<file path="src/rtl/uart_tx_arbiter_pkg.sv">
// Shared types and helpers for the UART transmit-port arbiter and transmitter.
// Latency: none (types, constants and pure functions only).
// Backpressure: not applicable.
package uart_tx_arb_pkg;

  typedef enum logic [1:0] {
    IDLE = 2'd0,
    TAG  = 2'd1,
    PASS = 2'd2
  } arb_state_t;

  // Filler for the upper bytes of a tag word when words are wider than a byte.
  localparam logic [7:0] TAG_PAD = 8'h00;

  // Index width that stays legal for a single requester.
  function automatic int idx_w(input int n);
    return (n > 1) ? $clog2(n) : 1;
  endfunction

  // 4-bit value to its uppercase ASCII hex digit.
  function automatic logic [7:0] hex2ascii(input logic [3:0] v);
    if (v < 4'd10) return 8'h30 + {4'h0, v};
    else           return 8'h37 + {4'h0, v};
  endfunction

endpackage

</file>
<file path="src/rtl/uart_tx_arbiter_rr_pick.sv">
// Round-robin find-first: first set request searching from last+1, wrapping.
// Latency: purely combinational.
// Backpressure: none; the caller decides when to sample the result.
module uart_rr_pick
  import uart_tx_arb_pkg::*;
#(
  parameter int N_SRC = 4
) (
  input  logic [N_SRC-1:0]        req,
  input  logic [idx_w(N_SRC)-1:0] last,
  output logic                    valid,
  output logic [idx_w(N_SRC)-1:0] idx
);

  localparam int IW = idx_w(N_SRC);

  logic [IW-1:0] cand;

  // Walk every position once, starting just after the previous owner.
  always_comb begin
    valid = 1'b0;
    idx   = '0;
    cand  = last;
    for (int i = 0; i < N_SRC; i++) begin
      cand = (cand == IW'(N_SRC - 1)) ? '0 : cand + 1'b1;
      if (!valid && req[cand]) begin
        valid = 1'b1;
        idx   = cand;
      end
    end
  end

endmodule

</file>
<file path="src/rtl/uart_tx_arbiter.sv">
// Shares the UART TX FIFO write port among N_SRC producers, round-robin, one message per grant.
// Latency: 1 cycle IDLE->downstream request; data path is combinational (no register stage).
// Backpressure: m_wgnt=0 holds state and m_wdata; PASS stalls count toward the optional timeout.
module uart_tx_arbiter
  import uart_tx_arb_pkg::*;
#(
  parameter int N_SRC      = 4,
  parameter int BYTE_WIDTH = 1,
  parameter int TAG_EN     = 1,
  parameter int MAX_BURST  = 64,
  parameter int TIMEOUT    = 0
) (
  input  logic                      clk,
  input  logic                      rst_n,
  input  logic [N_SRC-1:0]          s_wreq,
  input  logic [N_SRC-1:0]          s_wlast,
  input  logic [BYTE_WIDTH*8-1:0]   s_wdata [N_SRC],
  output logic [N_SRC-1:0]          s_wgnt,
  output logic                      m_wreq,
  input  logic                      m_wgnt,
  output logic [BYTE_WIDTH*8-1:0]   m_wdata,
  output logic                      busy,
  output logic [idx_w(N_SRC)-1:0]   cur_src
);

  localparam int DW = BYTE_WIDTH * 8;
  localparam int IW = idx_w(N_SRC);

  arb_state_t    state;
  logic [IW-1:0] owner;
  logic [IW-1:0] last_owner;
  logic [31:0]   burst_cnt;
  logic [31:0]   stall_cnt;
  logic          pick_valid;
  logic [IW-1:0] pick_idx;
  logic          xfer;
  logic [DW-1:0] tag_word;

  uart_rr_pick #(
    .N_SRC (N_SRC)
  ) u_pick (
    .req   (s_wreq),
    .last  (last_owner),
    .valid (pick_valid),
    .idx   (pick_idx)
  );

  // Tag word: ASCII hex of the owner in byte 0, padding in every other byte.
  always_comb begin
    tag_word = '0;
    for (int b = 0; b < BYTE_WIDTH; b++) begin
      tag_word[b*8 +: 8] = TAG_PAD;
    end
    tag_word[7:0] = hex2ascii(4'(owner));
  end

  // Port steering: the owner is wired straight through to the transmitter while in PASS.
  always_comb begin
    m_wreq  = 1'b0;
    m_wdata = '0;
    s_wgnt  = '0;
    case (state)
      TAG: begin
        m_wreq  = 1'b1;
        m_wdata = tag_word;
      end
      PASS: begin
        m_wreq        = s_wreq[owner];
        m_wdata       = s_wdata[owner];
        s_wgnt[owner] = m_wgnt;
      end
      default: ;
    endcase
  end

  assign xfer    = (state == PASS) && s_wreq[owner] && m_wgnt;
  assign busy    = (state != IDLE);
  assign cur_src = owner;

  // Arbitration FSM: lock one source per message, release on last word, burst limit or stall timeout.
  always_ff @(posedge clk or negedge rst_n) begin
    if (!rst_n) begin
      state      <= IDLE;
      owner      <= '0;
      last_owner <= IW'(N_SRC - 1);
      burst_cnt  <= '0;
      stall_cnt  <= '0;
    end else begin
      case (state)
        IDLE: begin
          if (pick_valid) begin
            owner     <= pick_idx;
            burst_cnt <= '0;
            stall_cnt <= '0;
            state     <= (TAG_EN != 0) ? TAG : PASS;
          end
        end
        TAG: begin
          if (m_wgnt) state <= PASS;
        end
        PASS: begin
          if (xfer) begin
            burst_cnt <= burst_cnt + 32'd1;
            stall_cnt <= '0;
            if (s_wlast[owner] || (burst_cnt == 32'(MAX_BURST - 1))) begin
              state      <= IDLE;
              last_owner <= owner;
            end
          end else begin
            stall_cnt <= stall_cnt + 32'd1;
            if ((TIMEOUT > 0) && (stall_cnt == 32'(TIMEOUT - 1))) begin
              state      <= IDLE;
              last_owner <= owner;
            end
          end
        end
        default: state <= IDLE;
      endcase
    end
  end

endmodule

</file>
<file path="config.mk">
export PLATFORM = sky130hd
export DESIGN_NAME = uart_tx_arbiter
export DESIGN_NICKNAME = d
export VERILOG_FILES = /design/src/rtl/uart_tx_arbiter_pkg.sv /design/src/rtl/uart_tx_arbiter_rr_pick.sv /design/src/rtl/uart_tx_arbiter.sv
export SDC_FILE = /design/constraint.sdc
export NUM_CORES = 1
export LEC_CHECK = 0
export CORE_ASPECT_RATIO = 1.25
export CORE_UTILIZATION = 35
export CTS_CLUSTER_DIAMETER = 40
export DETAILED_ROUTE_END_ITERATION = 16
export PLACE_DENSITY = 0.61
export SYNTH_ARGS = -nofsm -noshare
export SYNTH_HDL_FRONTEND = slang
export SYNTH_SLANG_ARGS = --single-unit
</file>
<file path="constraint.sdc">
create_clock -name clk -period 2.2 [get_ports clk]
set_input_delay 0.44 -clock clk [delete_from_list [all_inputs] [get_ports clk]]
set_output_delay 0.44 -clock clk [all_outputs]
set_load 0.05 [all_outputs]
</file>
==> results of run 1 <==
[what timing repair did]
action,CTS,global route
setup buffers,8,2
setup endpoints to repair,13,28
gates resized for setup,14,31
pin swaps,0,10
cloned,0,1
[flip-flops by register name (all words and copies together) (netlist names)]
| signal | count |
|---|---|
| state | 2 |
| burst_cnt | 32 |
| last_owner | 2 |
| cur_src | 2 |
[through the flow]
| stage | instances | TNS (ps) | util [%] | setup WS (ps) |
|---|---|---|---|---|
| floorplan | 306 | -213.3 | - | -106.6 |
| global placement | 463 | -459.4 | 49.61 | -59.71 |
| detailed placement | 463 | -1286 | 49.61 | -95.41 |
| CTS | 479 | -95.30 | 52.15 | -30.06 |
| global route | 482 | -626.9 | 54.60 | -107.1 |
| finish | 482 | -51.45 | 54.60 | -27.56 |
[worst register-to-register path, cell delays in order (launching register included)]
cell and delay (ps):
dfrtp_4 530, buf_6 160, buf_6 120, nand3b_1 240, o22ai_4 320, o2111ai_4 180
or3_1 340, a21oi_1 160
[routing by layer]
layer | vias to the layer above | GRT usage [%] | wire length [um]
met5 | - | 0 | 0
met4 | 0 | 7.005 | 76
met3 | 8 | 3.153 | 381
met2 | 86 | 33.01 | 3914
met1 | 1333 | 27.64 | 3575
li1 | 1323 | - | -
[how the worst min path moves through the flow]
stage / to / slack (ps) / cells past startpoint
finish: burst_cnt[4] / 30 / 1
global route: burst_cnt[3] / 50 / 1
CTS: burst_cnt[3] / 40 / 1
detailed placement: burst_cnt[3] / 360 / 1
global placement: burst_cnt[3] / 360 / 1
floorplan: burst_cnt[0] / 140 / 0
[synthesized netlist by cell type, types with 2 or more instances]
cell type and instances:
nor4_1 8, nor2_1 19, buf_2 9, a31oi_1 13, mux4_2 9, a21o_1 5
nor2b_1 6, a21oi_1 18, dfrtp_1 36, o21ai_0 26, and3_1 8, mux2_1 2
buf_6 3, mux2i_1 4, a22oi_1 2, nor3_1 4, clkbuf_1 7, nand3_2 2
nand3_1 11, nand2b_1 2, a311o_1 2, inv_1 11, a211oi_1 2, o31ai_1 5
o21ai_1 9, dfstp_2 2, a41oi_1 4, o22ai_1 2, ha_1 7, or3_1 3
nand4_1 10, nand2_1 28, nor4_4 2, and2_1 4
[kinds of logic after synthesis]
logic type	count (synthesis)
buf+inv	32
mux	15
compound gates	97
fa+ha+maj	7
xor+xnor	1
simple gates	116
flops	38
[area by class of cell]
class	count	area, um^2
timing repair buffer	96	1049
clock buffer	7	86.33
sequential	38	958.4
inverter	12	45.04
multi-input combinational	236	1831
fill	669	3400
clock inverter	1	5.005
tap	92	115.1
[placed cells by master (no fill, tap or decap), drive strengths merged, types with 3 or more instances in the layout]
cell,count
mux4,9
buf,54
o21ai,36
o31ai,6
nand3,13
a41oi,4
ha,7
nand2,28
a21o,5
and2,4
clkbuf,8
o22ai,3
nor4,10
or3,4
dfrtp,36
a21oi,18
nor2b,6
inv,12
nand4,12
nor3,6
clkdlybuf4s50,41
and3,9
mux2i,4
a31oi,13
nor2,19
[report_power, final]
part	leakage (uW)	internal, uW	switching (uW)	total (uW)
registers	0.000514	781	96.0	877
clock network	0.0000482	253	261	514
logic	0.00110	1300	1420	2720
==> key figures, run 1 <==
CTS
  • Root buf cell: clkbuf_8
  • CTS buffer count: 5
  • Worst-Skew Late Latency: 300 ps
  • CTS H-Tree Depth: 2
  • Sink Count: 38
  • Clock-pin slew on the worst setup and hold paths: approximately 80 ps
  • CTS Hold Bufs: 0
  • CTS Buffer Depth: 2
  • CTS tree: done

Timing
  • Clock Skews: around 9.3 ps
  • Pins Over Slew Limit: 0
  • Hold Slack: 26.18 ps
  • Slew margin rel.: between 60% and 70%
  • Worst setup margin: -27.56 ps
  • RSZ-0062 raised after global routing: yes
  • Worst Max-Slew Pin Slew: ~460 ps
  • Max Freq: about 0.45 GHz
  • Setup violators final: 3
  • Final Hold Fails: 0
  • Final min period: roughly 2200 ps
  • Ratio of final minimum period to clock period: 101.3%

Floorplan
  • Die Wd: 81.43 um
  • Die area: a little over 8000 um^2
  • # rows: 35
  • Die Ht: 101.3 um
  • Total core area: roughly 7500 um^2
  • I/O pin cnt: just under 60
  • Initial Util: 36.86%

Outcome
  • Failing checks: setup timing
  • Outcome: finished, violations left

Routing
  • WL final: 7948 um
  • DRT antenna net count: 0
  • DRC: 0
  • First-pass DRT Iterations: 5
  • Wirelength per Cell: 16.49 um
  • Via/cell ratio: between 5 and 6
  • DR iter-0 viols: between 150 and 200
  • Via count: about 2800

Global routing
  • First-pass GRT wire length: between 10000 and 15000 um
  • Vias in the first global route: 2670
  • GRT Residual Overflow: 0
  • Largest net degree at the start of global routing: 29
  • Initial antenna violation count: 0
  • All-layer global routing usage: between 20% and 30%

Yosys
  • Syn Area/Cell: 9.020 um^2
  • Area of the mapped netlist: 2760 um^2
  • Mux cell area share after synthesis: 9.610%
  • Synth Area in Compound Gates: approximately 22%
  • Syn Nets: roughly 360
  • Post-synth EDFFs: 0
  • #FFs+latches synth: 38
  • Ys async rst share: 100.0%
  • Synth cell types: 55
  • Synth Instances: about 300
  • Top cells by area, synth: dfrtp_1 33%, mux4_2 7.3%, o21ai_0 4.7%
  • Synth Area in Simple Gates: between 20% and 30%
  • Xor/xnor share of the synthesized area: less than 1%
  • Yosys warning total: 0
  • Biggest area consumer among synthesized cells: dfrtp_1
  • Register area share after synthesis: approximately 35%
  • Main combinational cell family by area after synthesis: simple AND/OR/NAND/NOR gates
  • Post-synth top flop: dfrtp_1
  • Adder-cell share of the synthesized area: 3.173%
  • Top cell type's share of synthesized area: 32.64%

Critical path
  • Data arrival, critical path: roughly 1800 ps
  • CP Class: flip-flop to output port
  • Worst reg-to-reg path cell count: 7
  • Setup crit end: m_wdata[0]
  • Critical-path cell list: buf_4 > mux4_2 > a22oi_2 > nor2b_2 > buf_12
  • Delay-heaviest family, CP: flip-flops
  • Crit start category: flip-flop
  • Buf+Inv Stages, Crit Path: 2
  • Worst EP required: ~1800 ps
  • RR Endpoint: burst_cnt[23]
  • CP max stage delay: 530 ps
  • Crit end category: output port
  • Slowest-stage cell, CP: dfrtp_4
  • Max FO, Critical Path: 7
  • WP depth: 5
  • CP startpoint: cur_src[0]
  • Reg-to-reg slack, setup: 80 ps
  • R2R Path Start: cur_src[0]

Cells and area
  • Area Growth Syn to Fin: 48.14%
  • Design area: roughly 4000 um^2
  • NumNets Final: approximately 440
  • Layout cells sized above 1: 30.00%
  • Antenna Cells: 0

Placed design
  • HPWL after detailed placement: between 5000 and 6000 um
  • GPL Wtd Cong: 0.8744
  • Port Buffers: a little under 60
  • Area after DPL: between 3000 and 4000 um^2

Flow run
  • Maxcap violations: 0

Pwr
  • Final Power: around 4100 uW
  • Max VDD drop: approximately 840 uV
  • P_leak: between 0.0015 and 0.002 uW
  • P per Cell Area: ~1000 nW/um^2

Worst hold path
  • Worst min path class: primary input to async pin
No activity file was read; power rests on OpenSTA's default activity.
==> inputs of run 2 (changes only) <==
CORE_UTILIZATION = 47   (was 35)
PLACE_DENSITY = 0.8   (was 0.61)
clock period = 2 ns   (was 2.2 ns; I/O delays follow)
==> run 2 against run 1 <==
  * The flow finishes with violations (DRC, setup timing)
  * Register-to-register slack got worse by 190 ps
  * Non-clock buffer count rose by 22
  * Sequential power rose by 7.8%
  * Clock power rose by 35%
  * Clock skew fell by 4.6 ps
  * Critical path type unchanged
  * Critical endpoint is now m_wdata[6]
  * Largest power group unchanged
==> key figures, run 2 (synthesized netlist as in run 1, its figures left out) <==
Routing
  • Wirelength per Cell: 22.64 um (was 16.49 um)
  • DR iter-0 viols: 420 (was 183)
  • DRT antenna net count: 0 (unchanged)
  • WL final: 10750 um (was 7948 um)
  • DRC: 2 (was 0)
  • Via/cell ratio: 6.798 (was 5.705)
  • Via count: 3229 (was 2750)
  • First-pass DRT Iterations: 11 (was 5)

Critical path
  • Crit start category: flip-flop (unchanged)
  • CP max stage delay: 530 ps (about the same)
  • Slowest-stage cell, CP: mux4_2 (was dfrtp_4)
  • Worst EP required: 1600 ps (was 1760 ps)
  • Crit end category: output port (unchanged)
  • Max FO, Critical Path: 4 (was 7)
  • CP Class: flip-flop to output port (unchanged)
  • Critical-path cell list: buf_6 > mux4_2 > and3_4 > buf_12 (was buf_4 > mux4_2 > a22oi_2 > nor2b_2 > buf_12)
  • Data arrival, critical path: 1750 ps (was 1790 ps)

Floorplan
  • I/O pin cnt: 59 (unchanged)
  • Die area: 6185 um^2 (was 8248 um^2)
  • Die Ht: 87.68 um (was 101.3 um)
  • # rows: 30 (was 35)
  • Initial Util: 49.68% (was 36.86%)
  • Die Wd: 70.54 um (was 81.43 um)
  • Total core area: 5555 um^2 (was 7488 um^2)

CTS
  • Sink Count: 38 (unchanged)
  • CTS buffer count: 5 (unchanged)
  • CTS tree: done (unchanged)
  • Root buf cell: clkbuf_8 (unchanged)
  • Clock-pin slew on the worst setup and hold paths: 80 ps (about the same)
  • CTS H-Tree Depth: 2 (unchanged)
  • Worst-Skew Late Latency: 300 ps (about the same)
  • CTS Hold Bufs: 0 (unchanged)
  • CTS Buffer Depth: 2 (unchanged)

Cells and area
  • Area Growth Syn to Fin: 60.43% (was 48.14%)
  • Layout cells sized above 1: 38.69% (was 30.00%)
  • Antenna Cells: 0 (unchanged)
  • Non-filler cells, final: 475 (was 482)
  • Most common cell after layout, fill and taps aside: buf_4 (was clkdlybuf4s50_1)
  • Number of flip-flops in the largest register: 32 (unchanged)
  • Biggest register: burst_cnt (unchanged)
  • Most frequent cells in the layout: 47 x buf_4, 37 x clkdlybuf4s50_1, 33 x dfrtp_1 (was 41 x clkdlybuf4s50_1, 34 x dfrtp_1, 33 x buf_4)
  • NumNets Final: 461 (was 439)

Placed design
  • GPL Wtd Cong: 0.8914 (was 0.8744)
  • HPWL after detailed placement: 6085 um (was 5622 um)
  • DP Cell Count: 453 (was 463)
  • Placement Setup Slack: -249.9 ps (was -95.41 ps)
  • Port Buffers: 58 (unchanged)

Timing
  • Hold Slack: 139.9 ps (was 26.18 ps)
  • Slew margin rel.: 64.77% (was 68.89%)
  • Setup violators final: 15 (was 3)
  • Worst setup margin: -151.1 ps (was -27.56 ps)
  • RSZ-0062 raised after global routing: yes (unchanged)
  • Clock Skews: 4.669 ps (was 9.309 ps)
  • Final Hold Fails: 0 (unchanged)
  • Final min period: around 2200 ps
  • Max Freq: 0.4649 GHz
  • Worst Max-Slew Pin Slew: 524.4 ps (was 464.9 ps)
  • Pins Over Slew Limit: 0 (unchanged)
  • Ratio of final minimum period to clock period: 107.6%
  • Fin Setup TNS: -1258 ps (was -51.45 ps)

Global routing
  • First-pass GRT wire length: 15720 um (was 13070 um)
  • Initial antenna violation count: 0 (unchanged)
  • All-layer global routing usage: 32.91% (was 20.46%)
  • GRT Residual Overflow: 0 (unchanged)
  • Largest net degree at the start of global routing: 39 (was 29)
  • Vias in the first global route: 3153 (was 2670)

Worst hold path
  • Worst min path class: primary input to async pin (unchanged)

Flow run
  • Maxcap violations: 0 (unchanged)

Pwr
  • P_leak: 0.001862 uW (was 0.001661 uW)
  • P per Cell Area: 1166 nW/um^2 (was 1006 nW/um^2)
  • Max VDD drop: 1132 uV (was 840.4 uV)
  • Final Power: 5165 uW (was 4112 uW)

Outcome
  • Failing checks: DRC, setup timing (was setup timing)
  • Outcome: finished, violations left (unchanged)
run 2: routing by layer:
layer  track usage (%)  up-vias  part of all wire (%)
met5                 0        -                     0
met4             14.91        0                   5.4
met3             6.444       72                   8.3
met2             58.52      243                    49
met1             38.76     1552                    37
li1                  -     1362                     -
run 2: final timing paths:
| check | startpoint | cells past startpoint | slack (ps) | end |
|---|---|---|---|---|
| worst max register to register | burst_cnt[21] | 6 | -110 | burst_cnt[30] |
| max in group asynchronous | rst_n | 2 | 1470 | burst_cnt[24] |
| min in group clk | burst_cnt[8] | 1 | 540 | burst_cnt[8] |
| worst min-delay path | rst_n | 2 | 140 | burst_cnt[2] |
| worst max-delay path | cur_src[0] | 4 | -150 | m_wdata[6] |
| worst min register to register | burst_cnt[8] | 1 | 540 | burst_cnt[8] |
run 2: timing repair:
item,4_1_cts,5_1_grt
cloned,0,1
setup buffers,12,5
pin swaps,12,10
resized for setup,41,40
endpoints found under the setup margin,25,49
run 2: stage by stage:
step	area [um^2]	util, %
after detailed placement	3839	69.10
after CTS	4209	75.77
after global routing	4428	79.71
after global placement	3839	69.10
final	4428	79.71
after floorplan	2818	-
run 2: report_power, final:
part	total, uW	internal (uW)	switching, uW
logic	3530	1660	1870
registers	945	854	90.2
clock network	695	400	295
total	5160	2910	2250
run 2: final cells by class:
| type | count | area (um^2) |
|---|---|---|
| Sequential cell | 38 | 957.2 |
| Clock inverter | 1 | 30.03 |
| Tap cell | 64 | 80.08 |
| Multi-Input combinational cell | 236 | 1976 |
| Timing Repair Buffer | 118 | 1255 |
| Fill cell | 284 | 1127 |
| Inverter | 12 | 47.55 |
| Clock buffer | 6 | 82.58 |
run 2: critical path, delay by kind of cell, from the launching register on:
family / cells / cell delay (ps)
buffers and inverters: 2 / 280
AND/OR/NAND/NOR: 1 / 220
flip-flops: 1 / 420
multiplexers: 1 / 530
==> inputs of run 3 (changes only) <==
CORE_UTILIZATION = 26   (was 47)
PLACE_DENSITY = 0.5   (was 0.8)
==> run 3 against run 2 <==
  * The run ends with setup timing left
  * Worst hold slack lost 92 ps
  * Design area up 0.37%
  * Die area rose by 78%
  * Wire length fell by 20%
  * Worst setup slack got worse by 11 ps
  * Non-clock buffer count up 5
  * Register-to-register slack barely moved
  * Critical path type unchanged
  * Critical endpoint is now m_wdata[5]
  * Largest cell class unchanged
  * Highest routed layer unchanged
==> key figures, run 3 (synthesized netlist as in run 1, its figures left out) <==
Cells and area
  • Antenna Cells: 0 (unchanged)
  • Area Growth Syn to Fin: 61.02% (was 60.43%)
  • Most frequent cells in the layout: 58 x buf_4, 36 x clkdlybuf4s50_1, 34 x dfrtp_1 (was 47 x buf_4, 37 x clkdlybuf4s50_1, 33 x dfrtp_1)
  • NumNets Final: 466 (was 461)
  • Layout cells sized above 1: 36.93% (was 38.69%)
  • Number of fill cells: 984 (was 284)
  • Non-filler cells, final: 546 (was 475)
  • Area of the multi-input gates: 1886 um^2 (was 1976 um^2)
  • FF+latch area: 955.9 um^2 (was 957.2 um^2)
  • Biggest register: burst_cnt (unchanged)
  • Most common cell after layout, fill and taps aside: buf_4 (unchanged)
  • Number of flip-flops in the largest register: 32 (unchanged)

Critical path
  • CP max stage delay: 510 ps (was 530 ps)
  • Max FO, Critical Path: 6 (was 4)
  • Crit end category: output port (unchanged)
  • Data arrival, critical path: 1760 ps (was 1750 ps)
  • Slowest-stage cell, CP: mux4_2 (unchanged)
  • Delay-heaviest family, CP: multiplexers (unchanged)
  • Worst EP required: 1600 ps (about the same)
  • Critical-path cell list: buf_4 > mux4_2 > a21oi_2 > nor2b_4 > buf_12 (was buf_6 > mux4_2 > and3_4 > buf_12)
  • CP Class: flip-flop to output port (unchanged)
  • Buf+Inv Stages, Crit Path: 2 (unchanged)
  • Crit start category: flip-flop (unchanged)

Pwr
  • Sequential share of power: 18.9% (was 18.3%)
  • Switching pwr: 2030 uW (was 2252 uW)
  • Max VDD drop: 630.4 uV (was 1132 uV)
  • P_leak: 0.001852 uW (was 0.001862 uW)
  • Clock share of power: 15.3% (was 13.5%)
  • Sw Share: 40.86% (was 43.61%)
  • P per Cell Area: 1118 nW/um^2 (was 1166 nW/um^2)
  • Internal Power: 2939 uW (was 2913 uW)
  • Combinational power share: 65.8% (was 68.3%)

Timing
  • Fin Setup TNS: -1129 ps (was -1258 ps)
  • Ratio of final minimum period to clock period: 108.1% (was 107.6%)
  • Worst Max-Slew Pin Slew: 424.2 ps (was 524.4 ps)
  • Final Hold Fails: 0 (unchanged)
  • Pins Over Slew Limit: 0 (unchanged)
  • Worst setup margin: -162.6 ps (was -151.1 ps)
  • Hold Slack: 48.09 ps (was 139.9 ps)
  • Setup violators final: 13 (was 15)
  • Slew margin rel.: 71.62% (was 64.77%)
  • Final min period: 2163 ps (was 2151 ps)
  • Max Freq: 0.4624 GHz (was 0.4649 GHz)
  • Clock Skews: 5.412 ps (was 4.669 ps)
  • RSZ-0062 raised after global routing: yes (unchanged)

Routing
  • First-pass DRT Iterations: 4 (was 11)
  • WL final: 8563 um (was 10750 um)
  • DRC: 0 (was 2)
  • DRT antenna net count: 0 (unchanged)
  • DR iter-0 viols: 166 (was 420)
  • Via count: 2862 (was 3229)
  • Via/cell ratio: 5.242 (was 6.798)
  • Wirelength per Cell: 15.68 um (was 22.64 um)

Floorplan
  • Initial Util: 27.04% (was 49.68%)
  • Total core area: 10210 um^2 (was 5555 um^2)
  • Die area: 11030 um^2 (was 6185 um^2)
  • I/O pin cnt: 59 (unchanged)
  • # rows: 41 (was 30)
  • Die Wd: 94.16 um (was 70.54 um)
  • Die Ht: 117.2 um (was 87.68 um)

CTS
  • Root buf cell: clkbuf_16 (was clkbuf_8)
  • CTS tree: done (unchanged)
  • Clock-pin slew on the worst setup and hold paths: 60 ps (was 80 ps)
  • Worst-Skew Late Latency: 280 ps (was 300 ps)
  • CTS Buffer Depth: 2 (unchanged)
  • Sink Count: 38 (unchanged)
  • CTS buffer count: 5 (unchanged)
  • CTS H-Tree Depth: 2 (unchanged)
  • CTS Hold Bufs: 0 (unchanged)

Flow run
  • Maxcap violations: 0 (unchanged)

Placed design
  • HPWL after detailed placement: 6374 um (was 6085 um)
  • Port Buffers: 58 (unchanged)
  • DP Cell Count: 528 (was 453)
  • GPL Wtd Cong: 0.8020 (was 0.8914)

Outcome
  • Outcome: finished, violations left (unchanged)
  • Failing checks: setup timing (was DRC, setup timing)

Global routing
  • Largest net degree at the start of global routing: 19 (was 39)
  • First-pass GRT wire length: 13630 um (was 15720 um)
  • Initial antenna violation count: 0 (unchanged)
  • GRT Residual Overflow: 0 (unchanged)
  • All-layer global routing usage: 15.81% (was 32.91%)
  • Vias in the first global route: 2753 (was 3153)

Worst hold path
  • Worst min path class: primary input to async pin (unchanged)
[run 3: worst reg2reg max path: stages (launching register included)]
cell and delay [ps]:
dfrtp_2 460, buf_4 160, buf_6 110, nand3b_1 230, o22ai_4 320, o21ai_4 110, or4_4 520, a21oi_2 120
[run 3: layout make-up]
type | count | area share (%)
clock buffer | 8 | 3.069
inverter | 12 | 1.014
timing repair buffer | 123 | 28.35
multi-input combinational | 236 | 42.43
tap | 129 | 3.632
sequential | 38 | 21.51
[run 3: per-stage QoR]
stage | power [uW] | setup WS [ps] | instance area, um^2 | util [%]
global route | 5278 | -211.1 | 4444 | 43.53
global placement | 3780 | -252.6 | 4020 | 39.38
finish | 4970 | -162.6 | 4444 | 43.53
floorplan | 2600 | -58.31 | 2818 | -
CTS | 4783 | -167.6 | 4283 | 41.95
detailed placement | 3790 | -266.7 | 4020 | 39.38
[run 3: repair_timing]
item,CTS,global route
pin swaps,5,8
buffers inserted,5,6
resized for setup,23,37
cloned,0,0
endpoints found under the setup margin,17,28
[run 3: layer usage]
| layer | track usage, % | up-vias | share of wire [%] |
|---|---|---|---|
| met3 | 2.196 | 13 | 2.8 |
| met4 | 3.282 | 0 | 1.2 |
| met2 | 27.97 | 71 | 52 |
| met5 | 0 | - | 0 |
| li1 | - | 1381 | - |
| met1 | 20.42 | 1397 | 44 |
[run 3: worst paths after layout]
check	start	depth (start not counted)	to	slack, ps
hold reg to reg	burst_cnt[29]	1	burst_cnt[29]	510
setup reg to reg	cur_src[0]	7	burst_cnt[30]	-100
min in group clk	burst_cnt[29]	1	burst_cnt[29]	510
hold / removal	rst_n	1	burst_cnt[13]	50
setup / recovery	cur_src[0]	5	m_wdata[5]	-160
max in group asynchronous	rst_n	2	burst_cnt[15]	1430
[run 3: power by group through the flow]
stage,clock (uW),combinational (uW),sequential [uW]
final,758,3270,941
after global routing,811,3520,951
after CTS,776,3070,942
after detailed placement,0,2830,963
after global placement,0,2820,961
after floorplan,0,1620,980
